`src/rtl/tile_pkg.sv`:
```
// rtl/tile_pkg.sv - shared defaults, FSM state type and index-width helper for the tile assembler
package tile_pkg;

  localparam int TILE_DATA_W = 8;
  localparam int TILE_ROWS   = 8;
  localparam int TILE_COLS   = 16;
  localparam int TILE_DEPTH  = TILE_ROWS * TILE_COLS;

  typedef enum logic [1:0] {
    IDLE = 2'd0,
    FILL = 2'd1,
    FULL = 2'd2
  } tile_state_e;

  // Keeps index vectors at least one bit wide for degenerate 1-row/1-col tiles.
  function automatic int idx_w(input int n);
    return (n > 1) ? $clog2(n) : 1;
  endfunction

endpackage

```
`src/rtl/tile_wr_ptr.sv`:
```
// rtl/tile_wr_ptr.sv - row/col write pointer for the tile buffer with wrap and last-element detect
module tile_wr_ptr
  import tile_pkg::*;
#(
  parameter  int ROWS  = TILE_ROWS,
  parameter  int COLS  = TILE_COLS,
  parameter  int DEPTH = ROWS * COLS,
  localparam int ROW_W = idx_w(ROWS),
  localparam int COL_W = idx_w(COLS)
) (
  input  logic             clk,
  input  logic             rst_n,
  input  logic             adv_i,
  input  logic             clr_i,
  output logic [ROW_W-1:0] row_o,
  output logic [COL_W-1:0] col_o,
  output logic             last_o
);

  logic [ROW_W-1:0] row_q, row_d;
  logic [COL_W-1:0] col_q, col_d;

  assign last_o = ((int'(row_q) * COLS) + int'(col_q)) == (DEPTH - 1);
  assign row_o  = row_q;
  assign col_o  = col_q;

  always_comb begin
    row_d = row_q;
    col_d = col_q;
    if (clr_i) begin
      row_d = '0;
      col_d = '0;
    end else if (adv_i) begin
      if (last_o) begin
        row_d = '0;
        col_d = '0;
      end else if (col_q == COL_W'(COLS - 1)) begin
        col_d = '0;
        row_d = row_q + 1'b1;
      end else begin
        col_d = col_q + 1'b1;
      end
    end
  end

  always_ff @(posedge clk) begin
    if (!rst_n) begin
      row_q <= '0;
      col_q <= '0;
    end else begin
      row_q <= row_d;
      col_q <= col_d;
    end
  end

endmodule

```
`src/rtl/tile_assembler.sv`:
```
// rtl/tile_assembler.sv - packs a byte stream into a ROWSxCOLS tile held until the consumer takes it
// Optional running byte checksum output tile_sum when TILE_ASSEMBLER_CHECKSUM_EN is defined.
module tile_assembler
  import tile_pkg::*;
#(
  parameter int DATA_W = TILE_DATA_W,
  parameter int ROWS   = TILE_ROWS,
  parameter int COLS   = TILE_COLS
) (
  input  logic              clk,
  input  logic              rst_n,
  input  logic              in_valid,
  input  logic [DATA_W-1:0] in_data,
  input  logic              in_last,
  output logic              in_ready,
  output logic [DATA_W-1:0] tile_data [0:ROWS-1][0:COLS-1],
  output logic [15:0]       tile_tag,
  output logic              tile_valid,
  input  logic              tile_ready,
  output logic              tile_short
`ifdef TILE_ASSEMBLER_CHECKSUM_EN
  ,
  output logic [DATA_W-1:0] tile_sum
`endif
);

  localparam int DEPTH = ROWS * COLS;
  localparam int ROW_W = idx_w(ROWS);
  localparam int COL_W = idx_w(COLS);

  tile_state_e      state_q;
  logic             in_ready_q;
  logic             valid_q;
  logic             short_q;
  logic [15:0]      tag_q;
  logic [DATA_W-1:0] data_q [0:ROWS-1][0:COLS-1];

  logic             accept;
  logic             handoff;
  logic [ROW_W-1:0] wr_row;
  logic [COL_W-1:0] wr_col;
  logic             wr_last;

  assign accept  = in_valid && in_ready_q;
  assign handoff = valid_q && tile_ready;

  tile_wr_ptr #(
    .ROWS  (ROWS),
    .COLS  (COLS),
    .DEPTH (DEPTH)
  ) u_wr_ptr (
    .clk    (clk),
    .rst_n  (rst_n),
    .adv_i  (accept),
    .clr_i  (handoff),
    .row_o  (wr_row),
    .col_o  (wr_col),
    .last_o (wr_last)
  );

`ifdef TILE_ASSEMBLER_CHECKSUM_EN
  logic [DATA_W-1:0] sum_q;

  always_ff @(posedge clk) begin
    if (!rst_n || handoff) begin
      sum_q <= '0;
    end else if (accept) begin
      sum_q <= sum_q + in_data;
    end
  end

  assign tile_sum = sum_q;
`endif

  // A full tile with in_last on its final byte is still a complete tile, hence short = ~wr_last.
  always_ff @(posedge clk) begin
    if (!rst_n) begin
      state_q    <= IDLE;
      in_ready_q <= 1'b1;
      valid_q    <= 1'b0;
      short_q    <= 1'b0;
      tag_q      <= '0;
      for (int r = 0; r < ROWS; r++) begin
        for (int c = 0; c < COLS; c++) begin
          data_q[r][c] <= '0;
        end
      end
    end else begin
      case (state_q)
        IDLE, FILL: begin
          if (accept) begin
            data_q[wr_row][wr_col] <= in_data;
            if (in_last || wr_last) begin
              state_q    <= FULL;
              in_ready_q <= 1'b0;
              valid_q    <= 1'b1;
              short_q    <= ~wr_last;
            end else begin
              state_q <= FILL;
            end
          end
        end
        FULL: begin
          if (tile_ready) begin
            state_q    <= IDLE;
            in_ready_q <= 1'b1;
            valid_q    <= 1'b0;
            short_q    <= 1'b0;
            tag_q      <= tag_q + 16'd1;
            for (int r = 0; r < ROWS; r++) begin
              for (int c = 0; c < COLS; c++) begin
                data_q[r][c] <= '0;
              end
            end
          end
        end
        default: begin
          state_q    <= IDLE;
          in_ready_q <= 1'b1;
          valid_q    <= 1'b0;
        end
      endcase
    end
  end

  assign in_ready   = in_ready_q;
  assign tile_valid = valid_q;
  assign tile_short = short_q;
  assign tile_tag   = tag_q;
  assign tile_data  = data_q;

endmodule
```
`config.mk`:
```
export PLATFORM = sky130hd
export DESIGN_NAME = tile_assembler
export DESIGN_NICKNAME = d
export VERILOG_FILES = /design/src/rtl/tile_pkg.sv /design/src/rtl/tile_wr_ptr.sv /design/src/rtl/tile_assembler.sv
export SDC_FILE = /design/constraint.sdc
export NUM_CORES = 2
export LEC_CHECK = 0
export ABC_AREA = 1
export BUFFER_PORTS_ARGS = -buffer_cell sky130_fd_sc_hd__buf_2
export CORE_ASPECT_RATIO = 0.5
export CORE_MARGIN = 2
export CORE_UTILIZATION = 30
export CTS_CLUSTER_DIAMETER = 80
export DETAILED_ROUTE_END_ITERATION = 10
export PLACE_DENSITY_LB_ADDON = 0.25
export SLEW_MARGIN = 5
export SYNTH_ARGS = -nofsm -noshare
export SYNTH_HDL_FRONTEND = slang
export SYNTH_SLANG_ARGS = --single-unit
```
`constraint.sdc`:
```
create_clock -name clk -period 2.2 [get_ports clk]
set_input_delay 0.22 -clock clk [delete_from_list [all_inputs] [get_ports clk]]
set_output_delay 0.22 -clock clk [all_outputs]
set_load 0.005 [all_outputs]
```
==> flow_summary.json <==
{
  "relSlewSlack": 0.5253,
  "first_global_vias": 34173,
  "layout_min_cycle_time_ns": 2.083,
  "maxCapViolCount": 0,
  "fin_hold_ws_ns": 0.09956,
  "synth_area_um2": 39360,
  "wl_per_cell_um": 21.90,
  "yosysUniqueCellTypes": 35,
  "synthesis.nets": 4871,
  "final_area_um2": 51680,
  "crit_path_frequent_cell": "buf_4",
  "setup_violations": 0,
  "rsz0062_at_grt": "yes",
  "layout.nets": 5995,
  "synth_edf_count": 0,
  "clk_path_buf_depth": 3,
  "hold_start": "in_data[4]",
  "ctsHtreeMaxLevel": 3,
  "drc": 0,
  "ys_seq_area_frac": 0.5350,
  "vias": 37353,
  "drv_slew": 0,
  "grt-ovfl-total": 0,
  "synth_xor_area_frac": 0.0006675,
  "dpl_cell_area_um2": 48030,
  "die_x_um": 516.3,
  "area_growth_pct": 31.30,
  "layout_common_cells": "nand2_1, buf_2, dfxtp_1, a21oi_1, buf_4",
  "r2r_slack_ns": 0.12,
  "postSynthAreaPerCell_um2": 8.114,
  "yosys_warnings": 0,
  "post_cts_buffers": 0,
  "drt_wl_total_um": 171100,
  "ant_nets": 0,
  "p_leak_uw": 0.02019,
  "synth-simple-area-share": 0.2393,
  "synthMuxAreaShare": 0,
  "hold_violations": 0,
  "clk_latency_ns": 0.73,
  "worst_pin_slew_ns": 0.7113,
  "crit_fanout": 16,
  "clock_skew_ns": 0.03093,
  "drive_gt1_frac": 0.2957,
  "min_period_over_period": 0.9468,
  "r2r_start": "u_wr_ptr.row_o[0]",
  "viasPerCell": 4.780,
  "synth_compound_gate_area_share": 0.1823,
  "worstHoldPathType": "input port to flip-flop",
  "portBuffers": 1055,
  "min_to": "tile_data[444]",
  "ir_worst_vdd_v": 0.0005475,
  "cp_data_arrival_time_ns": 2.73,
  "power_uw": 41130,
  "place.gp.congestion": 0.8518,
  "critPathMaxStageDelay_ns": 0.63,
  "ioPinCount": 1056,
  "root_buffer": "clkbuf_16",
  "core_area_um2": 129400,
  "powerDensity_nw_per_um2": 795.9,
  "antenna_found_initial": 7,
  "drtIter0Drc": 2878,
  "cts_tree": "done",
  "min_path_cells": 6,
  "grt_use_total": 0.2402,
  "async_flop_share": 0,
  "start_kind": "flip-flop",
  "worstSetupEndpointType": "flip-flop",
  "synth-seq-cells": 1052,
  "path_cells": "buf_4 -> nand3_4 -> nor2_2 -> buf_4 -> nand2_1 -> a21oi_1",
  "reg2regPathDepth": 6,
  "initial_core_util": 0.3042,
  "cts_buffers": 97,
  "cp.required_ns": 2.84,
  "path_clk_slew_ns": 0.07,
  "synthesis.instances": 4851,
  "clock-sinks": 1052,
  "die_h_um": 260.1,
  "grt_pass1_wl_um": 239900,
  "dpl_worst_slack_ns": 0.05185,
  "critPathBufInv": 2,
  "synth_flop_cell": "dfxtp_1",
  "status": "finished clean",
  "synthAdderAreaFrac": 0.002225,
  "rows": 93,
  "drtPass1Iterations": 5,
  "regToRegEndpoint": "tile_data[371]",
  "crit_family": "simple AND/OR/NAND/NOR gates",
  "clock.fmax_mhz": 480.1,
  "synth_top_family_by_area": "simple AND/OR/NAND/NOR gates",
  "final_common_cell": "nand2_1",
  "crit_slowest_cell": "dfxtp_1",
  "grt_max_degree": 120,
  "post-dp-hpwl_um": 118400,
  "path_class": "flip-flop to flip-flop",
  "die_area_um2": 134300,
  "fin_ws_ns": 0.1171
}
logic make-up after synthesis:
group	count (synthesis)
AOI/OAI and AO/OA	1180
xor gates and xnor gates	3
adders and majority gates	7
buffers and inverters	310
DFF	1052
and+or+nand+nor	2299
cell type report:
cell class / count / area (µm²)
Antenna cell: 3 / 7.507
Clock inverter: 50 / 828.3
Multi-Input combinational cell: 3489 / 16810
Fill cell: 13339 / 77710
Clock buffer: 128 / 2724
Tap cell: 1757 / 2198
Inverter: 41 / 176.4
Timing Repair Buffer: 1294 / 7875
Sequential cell: 1052 / 21060
where the power goes:
| group | switching, µW | leakage (µW) | total (µW) | internal [µW] |
|---|---|---|---|---|
| Sequential | 27.8 | 0.00847 | 19100 | 19100 |
| Clock | 8190 | 0.00173 | 19100 | 10900 |
| Combinational | 2160 | 0.00999 | 2890 | 730 |
timing repair:
item,4_1_cts,5_1_grt
resized for setup,0,8
endpoints found under the hold margin,17,0
setup endpoints to repair,0,61
hold buffers,5,0
cell usage after synthesis, types with 9 or more instances:
cell type | count | share of area
nor2_2 | 105 | 0.017
inv_1 | 32 | 0.0031
clkbuf_1 | 114 | 0.011
o21ai_4 | 104 | 0.043
nand3_1 | 12 | 0.0015
nand3_2 | 9 | 0.0023
dfxtp_1 | 1052 | 0.54
nand2_1 | 2049 | 0.20
nand2_2 | 40 | 0.0064
nor2_1 | 34 | 0.0032
o21ai_2 | 24 | 0.0053
o21ai_0 | 10 | 0.0013
a21oi_1 | 1037 | 0.13
buf_2 | 116 | 0.015
nor2_4 | 26 | 0.0074
buf_6 | 30 | 0.0086
worst register-to-register path, stage by stage (launching register included):
cell	delay (ns)
dfxtp_1	0.63
buf_4	0.21
nand3_4	0.34
nor2_2	0.45
buf_4	0.20
nand2_1	0.05
a21oi_1	0.15
registers in the layout (all words and copies together), names as in the netlist:
name / count
in_ready: 1
state_q: 2
tile_data: 1024
tile_short: 1
tile_tag: 16
tile_valid: 1
u_wr_ptr.col_o: 4
u_wr_ptr.row_o: 3
routing by layer:
metal  GRT usage  wire (µm)  vias up
met5           0         10        -
met4      0.1182       8752        2
met3     0.03935       8088      355
met2      0.4042      83650     1141
met1      0.2987      70610    17838
li1            -          -    18017
worst max-delay path by stage:
stage	start	end	slack [ns]	cells past startpoint
2_1_floorplan	u_wr_ptr.col_o[0]	tile_data[192]	0.51	7
4_1_cts	u_wr_ptr.row_o[0]	tile_data[32]	0.04	6
3_3_place_gp	u_wr_ptr.col_o[1]	tile_data[976]	0.05	8
3_5_place_dp	u_wr_ptr.row_o[0]	tile_data[35]	0.05	6
6_report	u_wr_ptr.row_o[0]	tile_data[371]	0.12	6
5_1_grt	u_wr_ptr.row_o[0]	tile_data[289]	-0.02	6
stage by stage:
step                setup TNS (ns)    util  instances
floorplan                        0       -       4851
global placement                 0  0.3712       7628
detailed placement               0  0.3712       7628
CTS                              0  0.3990       7811
global route              -0.06399  0.3994       7814
finish                           0  0.3994       7814
Power figures use the tool's default switching activity.
